**src/rtl/wb_pkg.sv**
```systemverilog
// Shared types for the writeback/retire stage.
// Holds the default widths, the queued-entry layout and the queue index type.
package wb_pkg;

    localparam int WB_DATA_W = 16;
    localparam int WB_REG_AW = 4;
    localparam int WB_PC_W   = 16;
    localparam int WB_DEPTH  = 4;

    typedef struct packed {
        logic [WB_PC_W-1:0]   pc;
        logic                 isHalt;
        logic                 wen;
        logic [WB_REG_AW-1:0] wreg;
        logic [WB_DATA_W-1:0] wdata;
    } wb_entry_t;

    typedef logic [$clog2(WB_DEPTH)-1:0] wb_idx_t;

endpackage

```
**src/rtl/wb_retire_if.sv**
```systemverilog
// Memory-stage to writeback handshake: M_v/M_ready plus the instruction payload.
// master = memory stage (drives payload), slave = wb_retire (drives M_ready).
interface wb_retire_if
    import wb_pkg::*;
#(
    parameter int DATA_W = WB_DATA_W,
    parameter int REG_AW = WB_REG_AW,
    parameter int PC_W   = WB_PC_W
) ();

    logic              M_v;
    logic              M_ready;
    logic [PC_W-1:0]   M_pc;
    logic              M_isHalt;
    logic              M_wen;
    logic [REG_AW-1:0] M_wreg;
    logic [DATA_W-1:0] M_wdata;

    modport master (
        output M_v, M_pc, M_isHalt, M_wen, M_wreg, M_wdata,
        input  M_ready
    );

    modport slave (
        input  M_v, M_pc, M_isHalt, M_wen, M_wreg, M_wdata,
        output M_ready
    );

endinterface

```
**src/rtl/wb_retire_fifo.sv**
```systemverilog
// Retire queue storage: entry array, head/tail pointers and a separate count.
// Ports: push/push_entry, pop -> head_entry, full, empty, count, head_ptr,
// entries (raw array) and valid (per-entry occupancy bits).
module wb_retire_fifo
    import wb_pkg::*;
#(
    parameter  int DEPTH = WB_DEPTH,
    localparam int IW    = $clog2(DEPTH),
    localparam int CW    = IW + 1
) (
    input  logic            clk,
    input  logic            rst_n,
    input  logic            push,
    input  wb_entry_t       push_entry,
    input  logic            pop,
    output wb_entry_t       head_entry,
    output logic            full,
    output logic            empty,
    output logic [CW-1:0]   count,
    output logic [IW-1:0]   head_ptr,
    output wb_entry_t       entries [DEPTH],
    output logic [DEPTH-1:0] valid
);

    wb_entry_t       entries_q [DEPTH];
    wb_entry_t       entries_d [DEPTH];
    logic [IW-1:0]   head_q, head_d;
    logic [IW-1:0]   tail_q, tail_d;
    logic [CW-1:0]   count_q, count_d;
    logic            push_ok;
    logic            pop_ok;

    assign full    = (count_q == CW'(DEPTH));
    assign empty   = (count_q == '0);
    assign push_ok = push && !full;
    assign pop_ok  = pop && !empty;

    always_comb begin
        entries_d = entries_q;
        head_d    = head_q;
        tail_d    = tail_q;
        count_d   = count_q;
        if (push_ok) begin
            entries_d[tail_q] = push_entry;
            tail_d            = tail_q + IW'(1);
        end
        if (pop_ok) begin
            head_d = head_q + IW'(1);
        end
        unique case ({push_ok, pop_ok})
            2'b10:   count_d = count_q + CW'(1);
            2'b01:   count_d = count_q - CW'(1);
            default: count_d = count_q;
        endcase
    end

    always_ff @(posedge clk or negedge rst_n) begin
        if (!rst_n) begin
            entries_q <= '{default: '0};
            head_q    <= '0;
            tail_q    <= '0;
            count_q   <= '0;
        end else begin
            entries_q <= entries_d;
            head_q    <= head_d;
            tail_q    <= tail_d;
            count_q   <= count_d;
        end
    end

    // An entry is live when its distance from the head is below the count.
    always_comb begin
        valid = '0;
        for (int i = 0; i < DEPTH; i++) begin
            valid[i] = ({1'b0, IW'(i) - head_q} < count_q);
        end
    end

    assign head_entry = entries_q[head_q];
    assign count      = count_q;
    assign head_ptr   = head_q;
    assign entries    = entries_q;

endmodule

```
**src/rtl/wb_retire.sv**
```systemverilog
// In-order writeback/retire stage: queues completed instructions, writes the
// register file via rf_wen/rf_ready, pulses W_v per retire, holds sticky isHalt
// and forwards the youngest pending write. Ports: clk, rst_n, m_if (slave),
// rf_*, W_v/W_pc, isHalt, fwd_raddr/fwd_hit/fwd_data, occupancy.
module wb_retire
    import wb_pkg::*;
#(
    parameter int DATA_W = WB_DATA_W,
    parameter int REG_AW = WB_REG_AW,
    parameter int PC_W   = WB_PC_W,
    parameter int DEPTH  = WB_DEPTH
) (
    input  logic                       clk,
    input  logic                       rst_n,
    wb_retire_if.slave                 m_if,
    output logic                       rf_wen,
    output logic [REG_AW-1:0]          rf_waddr,
    output logic [DATA_W-1:0]          rf_wdata,
    input  logic                       rf_ready,
    output logic                       W_v,
    output logic [PC_W-1:0]            W_pc,
    output logic                       isHalt,
    input  logic [REG_AW-1:0]          fwd_raddr,
    output logic                       fwd_hit,
    output logic [DATA_W-1:0]          fwd_data,
    output logic [$clog2(DEPTH):0]     occupancy
);

    localparam int IW = $clog2(DEPTH);
    localparam int CW = IW + 1;

    wb_entry_t        new_entry;
    wb_entry_t        head_entry;
    wb_entry_t        entries [DEPTH];
    logic [DEPTH-1:0] valid;
    logic             full;
    logic             empty;
    logic [CW-1:0]    count;
    logic [IW-1:0]    head_ptr;
    logic             accept;
    logic             retire;
    logic             halt_acc_q, halt_acc_d;
    logic             is_halt_q, is_halt_d;

    assign m_if.M_ready = !full && !halt_acc_q;
    assign accept       = m_if.M_v && m_if.M_ready;

    // A HALT never writes the register file, so its wen is dropped on entry.
    always_comb begin
        new_entry        = '0;
        new_entry.pc     = m_if.M_pc;
        new_entry.isHalt = m_if.M_isHalt;
        new_entry.wen    = m_if.M_wen && !m_if.M_isHalt;
        new_entry.wreg   = m_if.M_wreg;
        new_entry.wdata  = m_if.M_wdata;
    end

    wb_retire_fifo #(
        .DEPTH (DEPTH)
    ) u_fifo (
        .clk        (clk),
        .rst_n      (rst_n),
        .push       (accept),
        .push_entry (new_entry),
        .pop        (retire),
        .head_entry (head_entry),
        .full       (full),
        .empty      (empty),
        .count      (count),
        .head_ptr   (head_ptr),
        .entries    (entries),
        .valid      (valid)
    );

    // Non-writing entries retire without waiting on the register file.
    assign retire   = !empty && (!head_entry.wen || rf_ready);
    assign rf_wen   = !empty && head_entry.wen;
    assign rf_waddr = empty ? '0 : head_entry.wreg;
    assign rf_wdata = empty ? '0 : head_entry.wdata;
    assign W_v      = retire;
    assign W_pc     = retire ? head_entry.pc : '0;

    always_comb begin
        halt_acc_d = halt_acc_q || (accept && m_if.M_isHalt);
        is_halt_d  = is_halt_q || (retire && head_entry.isHalt);
    end

    always_ff @(posedge clk or negedge rst_n) begin
        if (!rst_n) begin
            halt_acc_q <= 1'b0;
            is_halt_q  <= 1'b0;
        end else begin
            halt_acc_q <= halt_acc_d;
            is_halt_q  <= is_halt_d;
        end
    end

    assign isHalt    = is_halt_q;
    assign occupancy = count;

    // Walk from head (oldest) to tail (youngest); later matches override.
    always_comb begin
        fwd_hit  = 1'b0;
        fwd_data = '0;
        for (int k = 0; k < DEPTH; k++) begin
            if (valid[head_ptr + IW'(k)] &&
                entries[head_ptr + IW'(k)].wen &&
                entries[head_ptr + IW'(k)].wreg == fwd_raddr) begin
                fwd_hit  = 1'b1;
                fwd_data = entries[head_ptr + IW'(k)].wdata;
            end
        end
    end

endmodule

```
**src/flat_wrapper.sv**
```systemverilog
// flat-port wrapper written by rule: the top's interface ports become plain ports
module wb_retire_flat import wb_pkg::*;
#(
    parameter int DATA_W = WB_DATA_W,
    parameter int REG_AW = WB_REG_AW,
    parameter int PC_W   = WB_PC_W,
    parameter int DEPTH  = WB_DEPTH
)
  (clk, rst_n, rf_wen, rf_waddr, rf_wdata, rf_ready, W_v, W_pc, isHalt, fwd_raddr, fwd_hit, fwd_data, occupancy, m_if_M_v, m_if_M_pc, m_if_M_isHalt, m_if_M_wen, m_if_M_wreg, m_if_M_wdata, m_if_M_ready);
  wb_retire_if #(.DATA_W(DATA_W), .REG_AW(REG_AW), .PC_W(PC_W)) m_if_i ();
  input  logic clk;
  input  logic rst_n;
  output logic rf_wen;
  output logic [REG_AW-1:0] rf_waddr;
  output logic [DATA_W-1:0] rf_wdata;
  input  logic rf_ready;
  output logic W_v;
  output logic [PC_W-1:0] W_pc;
  output logic isHalt;
  input  logic [REG_AW-1:0] fwd_raddr;
  output logic fwd_hit;
  output logic [DATA_W-1:0] fwd_data;
  output logic [$clog2(DEPTH):0] occupancy;
  input wire logic [$bits(m_if_i.M_v)-1:0] m_if_M_v;
  input wire logic [$bits(m_if_i.M_pc)-1:0] m_if_M_pc;
  input wire logic [$bits(m_if_i.M_isHalt)-1:0] m_if_M_isHalt;
  input wire logic [$bits(m_if_i.M_wen)-1:0] m_if_M_wen;
  input wire logic [$bits(m_if_i.M_wreg)-1:0] m_if_M_wreg;
  input wire logic [$bits(m_if_i.M_wdata)-1:0] m_if_M_wdata;
  output wire logic [$bits(m_if_i.M_ready)-1:0] m_if_M_ready;
  assign m_if_i.M_v = m_if_M_v;
  assign m_if_i.M_pc = m_if_M_pc;
  assign m_if_i.M_isHalt = m_if_M_isHalt;
  assign m_if_i.M_wen = m_if_M_wen;
  assign m_if_i.M_wreg = m_if_M_wreg;
  assign m_if_i.M_wdata = m_if_M_wdata;
  assign m_if_M_ready = m_if_i.M_ready;
  wb_retire #(.DATA_W(DATA_W), .REG_AW(REG_AW), .PC_W(PC_W), .DEPTH(DEPTH)) u_core (.clk(clk), .rst_n(rst_n), .m_if(m_if_i), .rf_wen(rf_wen), .rf_waddr(rf_waddr), .rf_wdata(rf_wdata), .rf_ready(rf_ready), .W_v(W_v), .W_pc(W_pc), .isHalt(isHalt), .fwd_raddr(fwd_raddr), .fwd_hit(fwd_hit), .fwd_data(fwd_data), .occupancy(occupancy));
endmodule
```
**config.mk**
```make
export PLATFORM = sky130hd
export DESIGN_NAME = wb_retire_flat
export DESIGN_NICKNAME = d
export VERILOG_FILES = /design/src/rtl/wb_pkg.sv /design/src/rtl/wb_retire_if.sv /design/src/rtl/wb_retire_fifo.sv /design/src/rtl/wb_retire.sv /design/src/flat_wrapper.sv
export SDC_FILE = /design/constraint.sdc
export NUM_CORES = 1
export LEC_CHECK = 0
export ABC_AREA = 1
export CAP_MARGIN = 20
export CORE_ASPECT_RATIO = 0.75
export CORE_UTILIZATION = 40
export CTS_CLUSTER_SIZE = 8
export DETAILED_ROUTE_END_ITERATION = 16
export SLEW_MARGIN = 20
export SYNTH_ARGS = -nofsm -noshare
export SYNTH_HDL_FRONTEND = slang
export SYNTH_SLANG_ARGS = --single-unit
```
**constraint.sdc**
```tcl
create_clock -name clk -period 6.69 [get_ports clk]
set_input_delay 1.338 -clock clk [delete_from_list [all_inputs] [get_ports clk]]
set_output_delay 1.338 -clock clk [all_outputs]
set_load 0.1 [all_outputs]
```
==> run summary, run 1 <==
dominant synthesized flop cell -> dfrtp_1
max-cap viol count -> 0
crit path max fanout -> 71
pin count of the biggest net entering global routing -> 95
synth unique cells -> 39
Pre-Repair DR Iteration Count -> 5
CTS Buffer Depth -> 2
Post-DRT Antenna Nets -> 0
I/O pin total -> 106
CTS buffer count -> 17
Setup CP Type -> reg -> out
Max-Slew Margin vs Limit -> 30.4%
CP max-delay cell -> dfrtp_4
global route overflow -> 0
Port Buf Inserts -> 105
post-synthesis instance total -> 1357
Crit path top cell by count -> nand2_1
Clock transition at path regs -> 0.07 ns
CP max stage delay -> 0.82 ns
startpoint class of the critical path -> flop
worst min-delay path class -> reg -> reg
post-CTS setup buffers -> 0
Final min period -> 5.81 ns
setup TNS -> 0 ns
Synth Area in XOR/XNOR -> 0.349%
DR vias/cell -> 5.18
worst skew pair latency -> 0.44 ns
CTS Sinks -> 161
Post-synth EDFFs -> 0
drt wl/cell -> 16.7 um
fmax -> 0.172 GHz
Mapped Area -> 0.0100 sq mm
RSZ-0062 raised after global routing -> no
Yosys reg bits -> 161
die area -> 0.0258 sq mm
Core Region -> 0.0243 sq mm
compound-gate portion of the synthesized area -> 14.3%
Synth area leaders -> dfrtp_1 (40%), nand2_1 (16%), o21ai_0 (8.9%), mux2_2 (7.4%), inv_1 (5.6%)
largest family of logic cells by synthesized area -> simple AND/OR/NAND/NOR gates
GPL Wtd Cong -> 0.893
Fillers -> 2417
run status -> completed
# hold bufs at CTS -> 0
CTS root buf -> clkbuf_16
chip width -> 185 um
count leader, synth -> nand2_1
Die H -> 139 um
initial antenna violation count -> 1
initial detailed-routing violation count -> 1014
vias in the first global route -> 8270
Final HPWL DP -> 20.2 mm
n_diodes -> 0
post-synthesis sequential area ratio -> 40.1%
syn avg cell area -> 7.40 sq um
synthesized-area fraction occupied by adder cells -> 1.32%
fraction of the mapped netlist area in simple logic gates -> 25.7%
first-pass GRT wire length -> 46.7 mm
CTS tree -> built
CP arrival -> 4.47 ns
Slew Viols, Final -> 0
final hold violations -> 0
final worst-path cycle share -> 86.8%
htree depth -> 4
layout cell share with drive strength beyond 1 -> 11.5%
Initial Util -> 41.4%
Yosys top cell area share -> 40.1%
post-CTS sizing -> 0
routed via count -> 9080
yosys warns -> 0
GRT Overall Usage -> 23.6%
Synth Net Count -> 1413
critical-path cell list -> inv_2 > nand2_1 > nand2_2 > ha_1 > inv_1 > nor2_1 > nand2_1 > nand3_1 > nand2_1 > nand3_1 > nand2_2 > nand3_4 > nand2_2 > nor2_4 > nor2_1 > nand2_1 > nand2_1 > buf_12
fraction of registers with async set/reset -> 100%
Clock Skews -> 0.0116 ns
final wirelength -> 29.3 mm
CP Capture Type -> output port
drt drc -> 0
NumNets Final -> 1466
Post-synth top cells -> nand2_1 (438), o21ai_0 (178), dfrtp_1 (161), inv_1 (151), nand3_1 (79)
post-synthesis mux area share -> 8.07%
Worst Path Required -> 5.35 ns
Layout area overhead -> 19.5%
leading area contributor after synthesis -> dfrtp_1
Rows -> 49
final setup vio count -> 0
measured slew at the worst slew-check pin -> 1.04 ns
## flip-flops by register name (all words and copies together) (netlist names)
name	count
u_core.u_fifo.entries	152
u_core.halt_acc_q	1
u_core.u_fifo.count	3
u_core.u_fifo.tail_q	2
u_core.isHalt	1
u_core.u_fifo.head_ptr	2
## final timing paths
check | endpoint | from | cells past startpoint | slack (ns)
setup reg to reg | u_core.u_fifo.count[1] | u_core.u_fifo.head_ptr[0] | 11 | 3.07
setup / recovery | fwd_data[5] | u_core.u_fifo.head_ptr[0] | 18 | 0.88
hold / removal | u_core.u_fifo.entries[35] | u_core.u_fifo.entries[35] | 1 | 0.49
hold reg to reg | u_core.u_fifo.entries[35] | u_core.u_fifo.entries[35] | 1 | 0.49
max in group asynchronous | u_core.u_fifo.entries[83] | rst_n | 2 | 4.22
min in group asynchronous | u_core.u_fifo.entries[132] | rst_n | 1 | 0.95
## through the flow
stage	instance area [sq um]	worst slack [ns]	instances	hold WS (ns)	utilization, %
after floorplan	10000	2.01	1357	0.458	-
after global placement	11400	1.38	1722	0.468	46.8
after detailed placement	11400	1.39	1722	0.477	46.8
after CTS	12000	0.919	1754	0.496	49.4
after global routing	12000	0.484	1754	0.504	49.4
final	12000	0.881	1754	0.489	49.4
## layer usage
layer  vias up  track usage [%]  part of all wire [%]  wire (um)
li1       4498                -                     -          -
met1      4209             37.2                    50      14700
met2       349             31.3                    39      11600
met3        22             6.54                   9.5       2780
met4         2             4.83                  0.77        225
met5         -                0                 0.044         13
## cell type report
type	instances	area, sq um	share of cell area, %
multi-input combinational	960	5030	41.9
sequential	161	4030	33.6
timing repair buffer	115	1300	10.8
inverter	155	584	4.87
clock buffer	17	425	3.54
tap	331	414	3.45
clock inverter	15	218	1.81
## critical path: cells and delay by family (launching register included)
kind          cells  cell delay, ns
simple gates     14            2.16
fa+ha+maj         1            0.43
buf+inv           3            0.62
flops             1            0.82
## placed cells by master, fill, tap and decap left out, types with 3 or more instances in the layout
cell type,count
buf_12,17
clkdlybuf4s50_1,87
bufinv_16,3
a31oi_1,16
inv_8,4
dfrtp_1,160
mux2_1,6
a22oi_1,16
buf_4,10
nand3_4,3
nand2_2,11
mux2_2,66
inv_1,151
a21oi_1,4
nor2_4,7
nor2_1,50
nand2_1,438
nand3_1,79
inv_6,3
o21ai_0,178
inv_2,3
o21ai_1,23
nor2_2,4
nand4_1,16
clkbuf_16,17
o211ai_1,17
xor2_1,3
ha_1,9
## logic make-up (layout without fill, tap and decap cells)
family          Yosys count  count (layout)
xor+xnor                  4               4
compound gates          261             261
mux                      72              72
fa+ha+maj                10              10
buf+inv                 236             302
flops                   161             161
simple gates            613             613
Power of run 1 is not shown: default switching activity piles up to over one toggle a cycle in this logic, so the estimate is an artifact.
==> run 2, diff against run 1 <==
CAP_MARGIN = 10   (was 20)
CORE_MARGIN = 5   (was default)
GPL_ROUTABILITY_DRIVEN = 0   (was default)
==> run 2 against run 1 <==
Compared with the run above:
- first-iteration DRC count fell by 19%
- critical path type unchanged
- die area rose by 10%
- critical endpoint is now fwd_data[12]
- highest routed layer is now met4
- via count fell by 0.32%
- final area rose by 0.18%
- register-to-register slack got worse by 0.11 ns
==> run summary, run 2 (same netlist as run 1, synthesis figures left out) <==
NumNets Final -> 1468 (was 1466)
worst min-delay path class -> reg -> reg (unchanged)
run status -> completed (unchanged)
worst skew pair latency -> 0.44 ns (about the same)
CTS root buf -> clkbuf_16 (unchanged)
Layout area overhead -> 19.7% (was 19.5%)
final worst-path cycle share -> 84.2% (was 86.8%)
fmax -> 0.178 GHz (was 0.172 GHz)
Largest register FFs -> 152 (unchanged)
Clock transition at path regs -> 0.07 ns (about the same)
I/O pin total -> 106 (unchanged)
global route overflow -> 0 (unchanged)
Worst Path Required -> 5.35 ns (about the same)
measured slew at the worst slew-check pin -> 1.03 ns (was 1.04 ns)
Initial Util -> 40.4% (was 41.4%)
initial detailed-routing violation count -> 822 (was 1014)
CTS tree -> built (unchanged)
crit path max fanout -> 93 (was 71)
DR top layer -> met4 (was met5)
max-cap viol count -> 0 (unchanged)
most common cell after layout, fill and taps aside -> nand2_1 (unchanged)
Setup CP Type -> reg -> out (unchanged)
DP Cell Count -> 1731 (was 1722)
vias in the first global route -> 8412 (was 8270)
CP arrival -> 4.29 ns (was 4.47 ns)
Final HPWL DP -> 20.5 mm (was 20.2 mm)
met2 wire len -> 11.9 mm (was 11.6 mm)
CP Capture Type -> output port (unchanged)
met1 WL -> 14.8 mm (was 14.7 mm)
GRT Overall Usage -> 21.1% (was 23.6%)
Max-Slew Margin vs Limit -> 30.9% (was 30.4%)
DR vias/cell -> 5.13 (was 5.18)
startpoint class of the critical path -> flop (unchanged)
post-CTS setup buffers -> 0 (unchanged)
fin cells -> 1763 (was 1754)
drt wl/cell -> 16.7 um (about the same)
Die H -> 147 um (was 139 um)
CTS buffer count -> 17 (unchanged)
Fillers -> 2492 (was 2417)
RSZ-0062 raised after global routing -> no (unchanged)
post-CTS sizing -> 0 (unchanged)
pin count of the biggest net entering global routing -> 96 (was 95)
die area -> 0.0284 sq mm (was 0.0258 sq mm)
highest-count cells in the layout ignoring fill and taps -> nand2_1 (438), o21ai_0 (178), dfrtp_1 (160) (unchanged)
Rows -> 50 (was 49)
initial antenna violation count -> 0 (was 1)
first-pass GRT wire length -> 47.4 mm (was 46.7 mm)
FF+latch area -> 0.00403 sq mm (unchanged)
final wirelength -> 29.4 mm (was 29.3 mm)
area of the multi-input gates -> 0.00503 sq mm (unchanged)
htree depth -> 4 (unchanged)
CTS Sinks -> 161 (unchanged)
routed via count -> 9051 (was 9080)
WL met3 -> 2.38 mm (was 2.78 mm)
n_diodes -> 0 (unchanged)
Clock Skews -> 0.0120 ns (was 0.0116 ns)
Pre-Repair DR Iteration Count -> 5 (unchanged)
setup TNS -> 0 ns (unchanged)
drt drc -> 0 (unchanged)
layout cell share with drive strength beyond 1 -> 11.6% (was 11.5%)
final setup vio count -> 0 (unchanged)
Core Region -> 0.0248 sq mm (was 0.0243 sq mm)
CTS Buffer Depth -> 2 (unchanged)
final hold violations -> 0 (unchanged)
# hold bufs at CTS -> 0 (unchanged)
Final min period -> 5.63 ns (was 5.81 ns)
Slew Viols, Final -> 0 (unchanged)
chip width -> 193 um (was 185 um)
Post-DRT Antenna Nets -> 0 (unchanged)
Port Buf Inserts -> 105 (unchanged)
[run 2: cell count changes in the layout (fill, tap and decap cells not counted)]
| cell | delta |
|---|---|
| clkinv_8 | +3 |
| buf_4 | +2 |
| inv_8 | -2 |
| bufinv_16 | -1 |
| clkinvlp_4 | -1 |
| inv_6 | +1 |
[run 2: per-layer routing]
layer / GRT usage [%] / up-vias
li1: - / 4504
met1: 32.8 / 4217
met2: 29.3 / 300
met3: 5.75 / 30
met4: 4.32 / 0
met5: 0 / -
[run 2: layout make-up]
| class | count | area share [%] |
|---|---|---|
| flip-flops and latches | 161 | 33.5 |
| clock inverters | 15 | 1.79 |
| inverters | 155 | 4.86 |
| well taps | 338 | 3.52 |
| multi-input cells | 960 | 41.8 |
| clock buffers | 17 | 3.54 |
| repair buffers | 117 | 10.9 |
[run 2: final timing paths]
path	slack (ns)	depth (start not counted)	end	start
worst max-delay path	1.06	18	fwd_data[12]	u_core.u_fifo.head_ptr[0]
worst max register to register	2.96	12	u_core.u_fifo.count[1]	u_core.u_fifo.head_ptr[0]
worst min-delay path	0.48	1	u_core.isHalt	u_core.isHalt
worst min register to register	0.48	1	u_core.isHalt	u_core.isHalt
max in group asynchronous	4.60	2	u_core.u_fifo.entries[82]	rst_n
min in group asynchronous	1.00	1	u_core.u_fifo.entries[31]	rst_n
[run 2: worst max-delay path, stage by stage (launching register included)]
cell and delay (ns):
dfrtp_4 0.42, buf_4 0.60, nand2_2 0.15, nand2_2 0.48, ha_1 0.34, inv_1 0.06, nor2_1 0.03, nand2_1 0.09
nand3_1 0.09, nand2_1 0.09, nand3_1 0.08, nand2_2 0.35, nand3_4 0.30, nand2_2 0.18, nor2_4 0.09, nor2_1 0.10
nand2_1 0.06, nand2_1 0.12, buf_12 0.19
[run 2: through the flow]
step           hold slack [ns]  setup slack (ns)  utilization (%)  cell area (sq um)
3_5_place_dp             0.465              1.45             45.8              11400
2_1_floorplan            0.458              2.01                -              10000
4_1_cts                  0.489              1.06             48.4              12000
6_report                 0.479              1.06             48.4              12000
3_3_place_gp             0.466              1.46             45.8              11400
5_1_grt                  0.504             0.709             48.4              12000
Power of run 2 is left out for the same reason.
==> run 3, diff against run 2 <==
clock period = 5.6 ns   (was 6.69 ns; I/O delays follow)
==> run 3 against run 2 <==
Compared with the run above:
- global-route usage increased by 0.16 points
- clock-buffer cell count increased by 2
- die area unchanged
- via count increased by 0.78%
- highest routed layer unchanged
- largest cell class unchanged
- routed wire length increased by 1.5%
- worst hold slack improved by 0.012 ns
- sequential cell count unchanged
==> run summary, run 3 (same netlist as run 1, synthesis figures left out) <==
CP Depth -> 13 (was 18)
Setup CP Type -> reg -> out (unchanged)
CTS buffer count -> 17 (unchanged)
measured slew at the worst slew-check pin -> 1.03 ns (about the same)
Die H -> 147 um (unchanged)
Worst Hold Depth -> 1 (unchanged)
CTS root buf -> clkbuf_16 (unchanged)
Initial Util -> 40.4% (unchanged)
post-CTS setup buffers -> 0 (unchanged)
final hold violations -> 0 (unchanged)
NumNets Final -> 1472 (was 1468)
htree depth -> 4 (unchanged)
routed via count -> 9122 (was 9051)
chip width -> 193 um (unchanged)
run status -> completed (unchanged)
GRT Overall Usage -> 21.3% (was 21.1%)
fin area -> 0.0119 sq mm (was 0.0120 sq mm)
die area -> 0.0284 sq mm (unchanged)
Rows -> 50 (unchanged)
CTS Sinks -> 161 (unchanged)
max-cap viol count -> 0 (unchanged)
# hold bufs at CTS -> 0 (unchanged)
crit path max fanout -> 73 (was 93)
initial detailed-routing violation count -> 1071 (was 822)
startpoint class of the critical path -> flop (unchanged)
Final HPWL DP -> 20.9 mm (was 20.5 mm)
Clock transition at path regs -> 0.07 ns (about the same)
final worst-path cycle share -> 92.1%
post-CTS sizing -> 0 (unchanged)
Pre-Repair DR Iteration Count -> 5 (unchanged)
initial antenna violation count -> 0 (unchanged)
final wirelength -> 29.8 mm (was 29.4 mm)
setup TNS -> 0 ns (unchanged)
vias in the first global route -> 8512 (was 8412)
final core utilization -> 47.8% (was 48.4%)
Crit path top cell by count -> nand2_1
Post-DRT Antenna Nets -> 0 (unchanged)
Max-Slew Margin vs Limit -> 31.1% (was 30.9%)
Port Buf Inserts -> 105 (unchanged)
pin count of the biggest net entering global routing -> 146 (was 96)
worst min-delay path class -> reg -> reg (unchanged)
layout cell share with drive strength beyond 1 -> 14.3% (was 11.6%)
most common cell after layout, fill and taps aside -> nand2_1 (unchanged)
first-pass GRT wire length -> 47.8 mm (was 47.4 mm)
WP buf/inv -> 4 (was 3)
fmax -> 0.194 GHz
CTS tree -> built (unchanged)
global route overflow -> 0 (unchanged)
worst skew pair latency -> 0.44 ns (about the same)
critical-path cell list -> inv_2 > nand2_1 > nand2_2 > buf_4 > nand2_1 > nand3_1 > nand2_1 > nor2_2 > nand3_4 > inv_4 > o211ai_1 > nand2_1 > buf_12 (was buf_4 > nand2_2 > nand2_2 > ha_1 > inv_1 > nor2_1 > nand2_1 > nand3_1 > nand2_1 > nand3_1 > nand2_2 > nand3_4 > nand2_2 > nor2_4 > nor2_1 > nand2_1 > nand2_1 > buf_12)
CP max-delay cell -> dfrtp_4 (was buf_4)
DR vias/cell -> 5.17 (was 5.13)
Slew Viols, Final -> 0 (unchanged)
drt wl/cell -> 16.9 um (was 16.7 um)
Clock Skews -> 0.0120 ns (about the same)
I/O pin total -> 106 (unchanged)
Core Region -> 0.0248 sq mm (unchanged)
Top delay family on crit path -> buffers and inverters (was simple AND/OR/NAND/NOR gates)
CP arrival -> 4.04 ns (was 4.29 ns)
CP Capture Type -> output port (unchanged)
Final min period -> 5.16 ns
worst reg-to-reg path cell count -> 12 (unchanged)
Fillers -> 2463 (was 2492)
drt drc -> 0 (unchanged)
Worst Path Required -> 4.48 ns (was 5.35 ns)
n_diodes -> 0 (unchanged)
RSZ-0062 raised after global routing -> no (unchanged)
placed cell area -> 0.0113 sq mm (was 0.0114 sq mm)
CTS Buffer Depth -> 2 (unchanged)
highest-count cells in the layout ignoring fill and taps -> nand2_1 (438), o21ai_0 (178), dfrtp_1 (160) (unchanged)
final setup vio count -> 0 (unchanged)
Layout area overhead -> 18.2% (was 19.7%)
Largest register FFs -> 152 (unchanged)
CP max stage delay -> 0.58 ns (was 0.60 ns)
run 3: through the flow:
stage               hold slack (ns)  worst slack (ns)  std cells
finish                        0.491             0.442       1766
CTS                           0.494             0.474       1766
floorplan                     0.458              1.14       1357
global placement              0.468             0.985       1735
detailed placement            0.477             0.947       1735
global route                  0.506             0.173       1766
run 3: final cells by class:
cell class / count / area, sq um / share of cell area, %
multi-input combinational: 960 / 5030 / 42.3
sequential: 161 / 4030 / 34.0
timing repair buffer: 121 / 1250 / 10.5
inverter: 155 / 584 / 4.92
tap: 338 / 423 / 3.56
clock buffer: 19 / 433 / 3.64
clock inverter: 12 / 124 / 1.04
run 3: per-layer routing:
| metal | up-vias | share of wire (%) | track usage [%] |
|---|---|---|---|
| met1 | 4268 | 50 | 33.3 |
| met3 | 28 | 8.2 | 5.13 |
| li1 | 4497 | - | - |
| met5 | - | 0 | 0 |
| met2 | 329 | 41 | 29.4 |
| met4 | 0 | 1.2 | 4.95 |
run 3: worst register-to-register path: cells and delay by family (launching register included):
family / cells / cell delay, ns
adder cells (fa/ha/maj): 2 / 0.66
buffers and inverters: 4 / 1.06
AO/OA/AOI/OAI: 3 / 0.65
AND/OR/NAND/NOR: 3 / 0.96
flip-flops: 1 / 0.56
run 3: path summary, 6_finish.rpt:
kind,start,endpoint,slack [ns]
max in group asynchronous,rst_n,u_core.u_fifo.entries[13],3.78
max,u_core.u_fifo.head_ptr[0],fwd_data[0],0.44
min in group asynchronous,rst_n,u_core.u_fifo.entries[31],0.72
min reg2reg,u_core.u_fifo.entries[37],u_core.u_fifo.entries[37],0.49
min,u_core.u_fifo.entries[37],u_core.u_fifo.entries[37],0.49
max reg2reg,u_core.u_fifo.head_ptr[0],u_core.u_fifo.count[1],1.65
Power of run 3 is left out for the same reason.
